$ cat config.mk
export PLATFORM = sky130hd
export DESIGN_NAME = dmem_responder
export DESIGN_NICKNAME = d
export VERILOG_FILES = /design/src/rtl/dmem_responder.sv
export SDC_FILE = /design/constraint.sdc
export NUM_CORES = 2
export LEC_CHECK = 0
export CAP_MARGIN = 5
export CORE_MARGIN = 1.5
export CORE_UTILIZATION = 60
export DETAILED_ROUTE_END_ITERATION = 6
export PLACE_DENSITY_LB_ADDON = 0.12
export SLEW_MARGIN = 20
export SYNTH_ARGS = -nofsm -noshare
export SYNTH_HDL_FRONTEND = slang
export SYNTH_SLANG_ARGS = --single-unit
export TNS_END_PERCENT = 100
$ cat constraint.sdc
create_clock -name clk -period 8.1 [get_ports clk]
set_clock_uncertainty 0.05 [all_clocks]
set_input_delay 0.81 -clock clk [delete_from_list [all_inputs] [get_ports clk]]
set_output_delay 0.81 -clock clk [all_outputs]
set_load 0.02 [all_outputs]
$ cat src/rtl/dmem_responder.sv
// -----------------------------------------------------------------------------
// dmem_responder
//   Data-memory responder on the far side of the datapath load/store
//   interface. Serves LDR/STR/LDRB/STRB over a req/ack handshake and inserts
//   LATENCY wait states between accept and acknowledge, so a stalling core can
//   be exercised against slow memory. Holds a word-organised RAM; byte stores
//   are merged into the addressed word internally.
//
// Parameters
//   ADDR_W   word-index width, RAM depth = 2**ADDR_W words of 32 bits
//   LATENCY  wait-state cycles between accept and ack (0..15)
//   LAT_W    wait-state counter width, must hold LATENCY
//
// Ports
//   clk        rising-edge clock
//   reset      synchronous, active-high reset
//   MemReq     access request, sampled only while idle
//   MemWrite   1 = store, 0 = load (latched on accept)
//   ByteOp     1 = byte access, 0 = word access (latched on accept)
//   Addr       byte address; [ADDR_W+1:2] = word index, [1:0] = byte lane
//   WriteData  store data; byte stores use [7:0] (latched on accept)
//   ReadData   load result, held until the next load completes
//   MemAck     one-cycle completion pulse
//   Busy       high from accept until the cycle after MemAck
// -----------------------------------------------------------------------------
module dmem_responder #(
   parameter int unsigned ADDR_W  = 6,
   parameter int unsigned LATENCY = 2,
   parameter int unsigned LAT_W   = 4
) (
   input  logic        clk,
   input  logic        reset,
   input  logic        MemReq,
   input  logic        MemWrite,
   input  logic        ByteOp,
   input  logic [31:0] Addr,
   input  logic [31:0] WriteData,
   output logic [31:0] ReadData,
   output logic        MemAck,
   output logic        Busy
);

   typedef enum logic [1:0] {
      IDLE,
      BUSY,
      COMMIT,
      DONE
   } state_t;

   state_t             state;
   logic [LAT_W-1:0]   count;

   // Access captured at accept time
   logic               is_write;
   logic               is_byte;
   logic [ADDR_W-1:0]  index;
   logic [1:0]         lane;
   logic [31:0]        wdata;

   logic [31:0]        mem [2**ADDR_W];

   logic [31:0]        word;
   logic [31:0]        merged;
   logic [7:0]         rbyte;

   // Upper address bits are deliberately ignored: addresses wrap.
   logic               addr_unused;
   assign addr_unused = ^Addr[31:ADDR_W+2];

   // Addressed word, byte-lane merge for STRB and lane extract for LDRB.
   always_comb begin
      word   = mem[index];
      merged = word;
      merged[{lane, 3'b000} +: 8] = wdata[7:0];
      rbyte  = word[{lane, 3'b000} +: 8];
   end

   // RAM write happens on the COMMIT edge only; a reset on that same edge
   // aborts the access, so the write is gated by reset.
   always_ff @(posedge clk) begin
      if (!reset && state == COMMIT && is_write) begin
         mem[index] <= is_byte ? merged : wdata;
      end
   end

   always_ff @(posedge clk) begin
      if (reset) begin
         state    <= IDLE;
         count    <= '0;
         ReadData <= '0;
         MemAck   <= 1'b0;
         Busy     <= 1'b0;
         is_write <= 1'b0;
         is_byte  <= 1'b0;
         index    <= '0;
         lane     <= '0;
         wdata    <= '0;
      end else begin
         MemAck <= 1'b0;
         case (state)
            IDLE: begin
               if (MemReq) begin
                  is_write <= MemWrite;
                  is_byte  <= ByteOp;
                  index    <= Addr[ADDR_W+1:2];
                  lane     <= Addr[1:0];
                  wdata    <= WriteData;
                  count    <= '0;
                  Busy     <= 1'b1;
                  state    <= (LATENCY == 0) ? COMMIT : BUSY;
               end
            end
            BUSY: begin
               count <= count + 1'b1;
               if (count == LAT_W'(LATENCY - 1)) begin
                  state <= COMMIT;
               end
            end
            COMMIT: begin
               if (!is_write) begin
                  ReadData <= is_byte ? {24'b0, rbyte} : word;
               end
               MemAck <= 1'b1;
               state  <= DONE;
            end
            DONE: begin
               Busy  <= 1'b0;
               state <= IDLE;
            end
            default: begin
               Busy  <= 1'b0;
               state <= IDLE;
            end
         endcase
      end
   end

endmodule

==> results.py <==
metrics = {
    "status": {
        "status": "complete, no violations",
    },
    "final_layout": {
        "layout.cells.non_filler": 6302,
        "syn2layout_area_growth_pct": 13.1,
        "drive_gt1_share_pct": 22.8,
        "fill_cells": 8522,
        "final_nets": 4419,
        "regArea_sq_um": 63300,
        "multi_input_area_sq_um": 18800,
    },
    "sta": {
        "hold_viol_final": 0,
        "max_freq_mhz": 181,
        "final.setup.worst_slack_ns": 2.58,
        "drv_slew": 0,
        "worst_hold_slack_ns": 0.408,
        "setup_tns_ns": 0,
        "setup_viol": 0,
        "final.period_utilization_pct": 68.2,
        "period_minus_slack_ns": 5.52,
        "tightestPinTransition_ns": 1.34,
        "maxSlewHeadroom_pct": 10.0,
        "rsz0062_at_grt": "false",
    },
    "route": {
        "routed_wl_microns": 246000,
        "dr.pass1.iters": 6,
        "viasPerCell": 7.14,
        "vias": 45000,
        "drc": 0,
        "ant_nets": 0,
        "route.detailed.wl_per_inst_microns": 39.0,
        "drtIter0Drc": 7023,
    },
    "setup_path": {
        "cp.arrival_ns": 6.02,
        "worstSetupPathType": "reg2reg",
        "worstPathMaxFanout": 43,
        "critPathCaptureType": "flip-flop",
        "required_ns": 8.60,
        "cp-start-kind": "flip-flop",
    },
    "clock_network": {
        "numCtsBuffers": 206,
        "clockBufferDepth": 3,
        "cts.sinks": 2136,
        "clkTransAtPathRegs_ns": 0.06,
        "htree_num_levels": 4,
        "clkLatencyLatePin_ns": 0.84,
        "root_buffer": "clkbuf_16",
        "cts_resized": 0,
        "cts-hold-fix-buffers": 0,
        "cts_tree": "built",
        "post-cts-setup-buffers": 0,
    },
    "synthesis": {
        "syn-num-nets": 4187,
        "synth.distinct_cells": 67,
        "synthFlopType": "edfxtp_1",
        "syn_avg_cell_area_sq_um": 20.1,
        "yosys_warnings": 0,
        "syn_inst": 4107,
        "yosysSeqAreaShare_pct": 76.7,
        "synth-edff-count": 2048,
        "ys_ff_latch": 2136,
        "syn_area_sq_um": 82500,
        "async_reset_ff_share_pct": 0,
    },
    "place": {
        "dpl.hpwl_microns": 137000,
        "gp_congestion": 0.955,
        "post-place-ws_ns": 2.83,
        "port_buffers": 78,
        "dp_cells": 5910,
    },
    "die": {
        "die_h_microns": 374,
        "start_util_pct": 60.7,
        "io_pins": 103,
        "core-area_sq_um": 136000,
        "dieArea_sq_um": 140000,
        "die_w_microns": 374,
        "fp-row-count": 135,
    },
    "power_and_ir_drop": {
        "peakVddDrop_mv": 0.221,
        "leakagePower_uw": 0.0291,
        "p_per_area_nw_per_um2": 294,
    },
    "grt": {
        "grt_max_degree": 96,
        "grt_pass1_vias": 43200,
        "grt_pass1_wl_microns": 339000,
        "grt.total_usage_pct": 35.5,
        "globalRoute.totalOverflow": 0,
        "grt_antenna_before_repair": 12,
    },
    "flow_run": {
        "max_cap_viol_count": 0,
    },
    "hold_path": {
        "hold_path.class": "reg2reg",
    },
}
synth_stat cells, drive strengths merged, types with 37 or more instances:
master,n,area [sq um]
edfxtp,2048,61500
clkbuf,81,304
nand2,179,672
a22oi,130,976
a21oi,124,621
nand3,65,325
o21ai,37,185
mux2i,228,2280
nor2,181,682
buf,153,988
dfxtp,88,1760
mux4,419,9450
through the flow:
step / area (sq um) / util (%) / power (uW)
floorplan: 82500 / - / 16100
global placement: 86500 / 63.6 / 17900
detailed placement: 86500 / 63.7 / 18000
CTS: 93300 / 68.6 / 27400
global route: 93300 / 68.6 / 28100
finish: 93300 / 68.6 / 27500
layer usage:
metal  track usage [%]  up-vias  wire length (microns)
li1                  -    17500                      -
met3              8.67      586                  31400
met5                 0        -                     13
met1              49.9    23700                  89200
met2              53.9     3275                 114000
met4              14.9        2                  11400
power breakdown:
group	internal, uW	switching (uW)
logic	1430	3250
clock network	5470	4100
registers	13000	186
worst max-delay path: stages (launching register included):
cell and delay (ns):
dfxtp_4 0.54, nor2_4 1.03, buf_4 0.45, a22o_1 0.20, a221oi_1 0.07, a22oi_1 0.74
o21ai_0 0.59, a2bb2oi_1 0.29, a21oi_4 0.60, buf_4 0.53
layout by cell type, fill, tap and decap left out, types with 9 or more instances in the layout:
cell / count
edfxtp_1: 2048
mux4_2: 415
mux2i_1: 228
clkbuf_16: 210
nand2_1: 179
buf_4: 171
a22oi_1: 130
nor2_1: 114
a21oi_1: 101
dfxtp_1: 81
clkdlybuf4s50_1: 77
nor2_4: 66
nand3_1: 65
clkinv_1: 54
clkbuf_1: 44
nand4_1: 34
o21ai_0: 30
o22ai_1: 29
clkinv_2: 29
a21oi_4: 23
a32oi_1: 22
a2bb2oi_1: 20
nor3_1: 20
bufinv_16: 19
a22o_1: 18
nand2b_1: 15
and3_1: 14
nor2b_1: 14
nor4_1: 14
a221oi_1: 14
a31oi_1: 13
clkbuf_8: 13
inv_1: 11
or3_1: 11
o211ai_1: 11
ha_1: 11
mux2_2: 10
buf_12: 9
final timing paths:
kind / startpoint / slack [ns] / endpoint / cells after the start
max reg2reg: flip-flop / 2.58 / mem[24][21]$_DFFE_PP_ / 9
min: wdata[14]$_SDFFE_PP0P_ / 0.41 / wdata[14]$_SDFFE_PP0P_ / 2
min reg2reg: wdata[14]$_SDFFE_PP0P_ / 0.41 / wdata[14]$_SDFFE_PP0P_ / 2
max: flip-flop / 2.58 / mem[24][21]$_DFFE_PP_ / 9
kinds of logic (layout without fill, tap and decap cells):
logic type	after synthesis	in the layout	share of synthesized area [%]
buf+inv	249	658	1.64
compound gates	464	464	3.85
mux	657	657	14.4
simple gates	590	590	3.30
flops	2136	2136	76.7
fa+ha+maj	11	11	0.167
other cells	0	5	0
state kept, by name (all words and copies together) (netlist names), named ones only:
signal	cells
is_write	1
ReadData	32
is_byte	1
count	4
mem	2048
index	6
state	2
MemAck	1
lane	2
wdata	32
Busy	1
layout make-up:
class,count,share of cell area [%]
clock buffer,267,6.00
inverter,15,0.0603
tap,1781,2.39
sequential,2136,67.8
timing repair buffer,258,2.40
multi-input combinational,1722,20.1
antenna,5,0.0134
clock inverter,118,1.20
No activity file was read; power rests on OpenSTA's default activity.
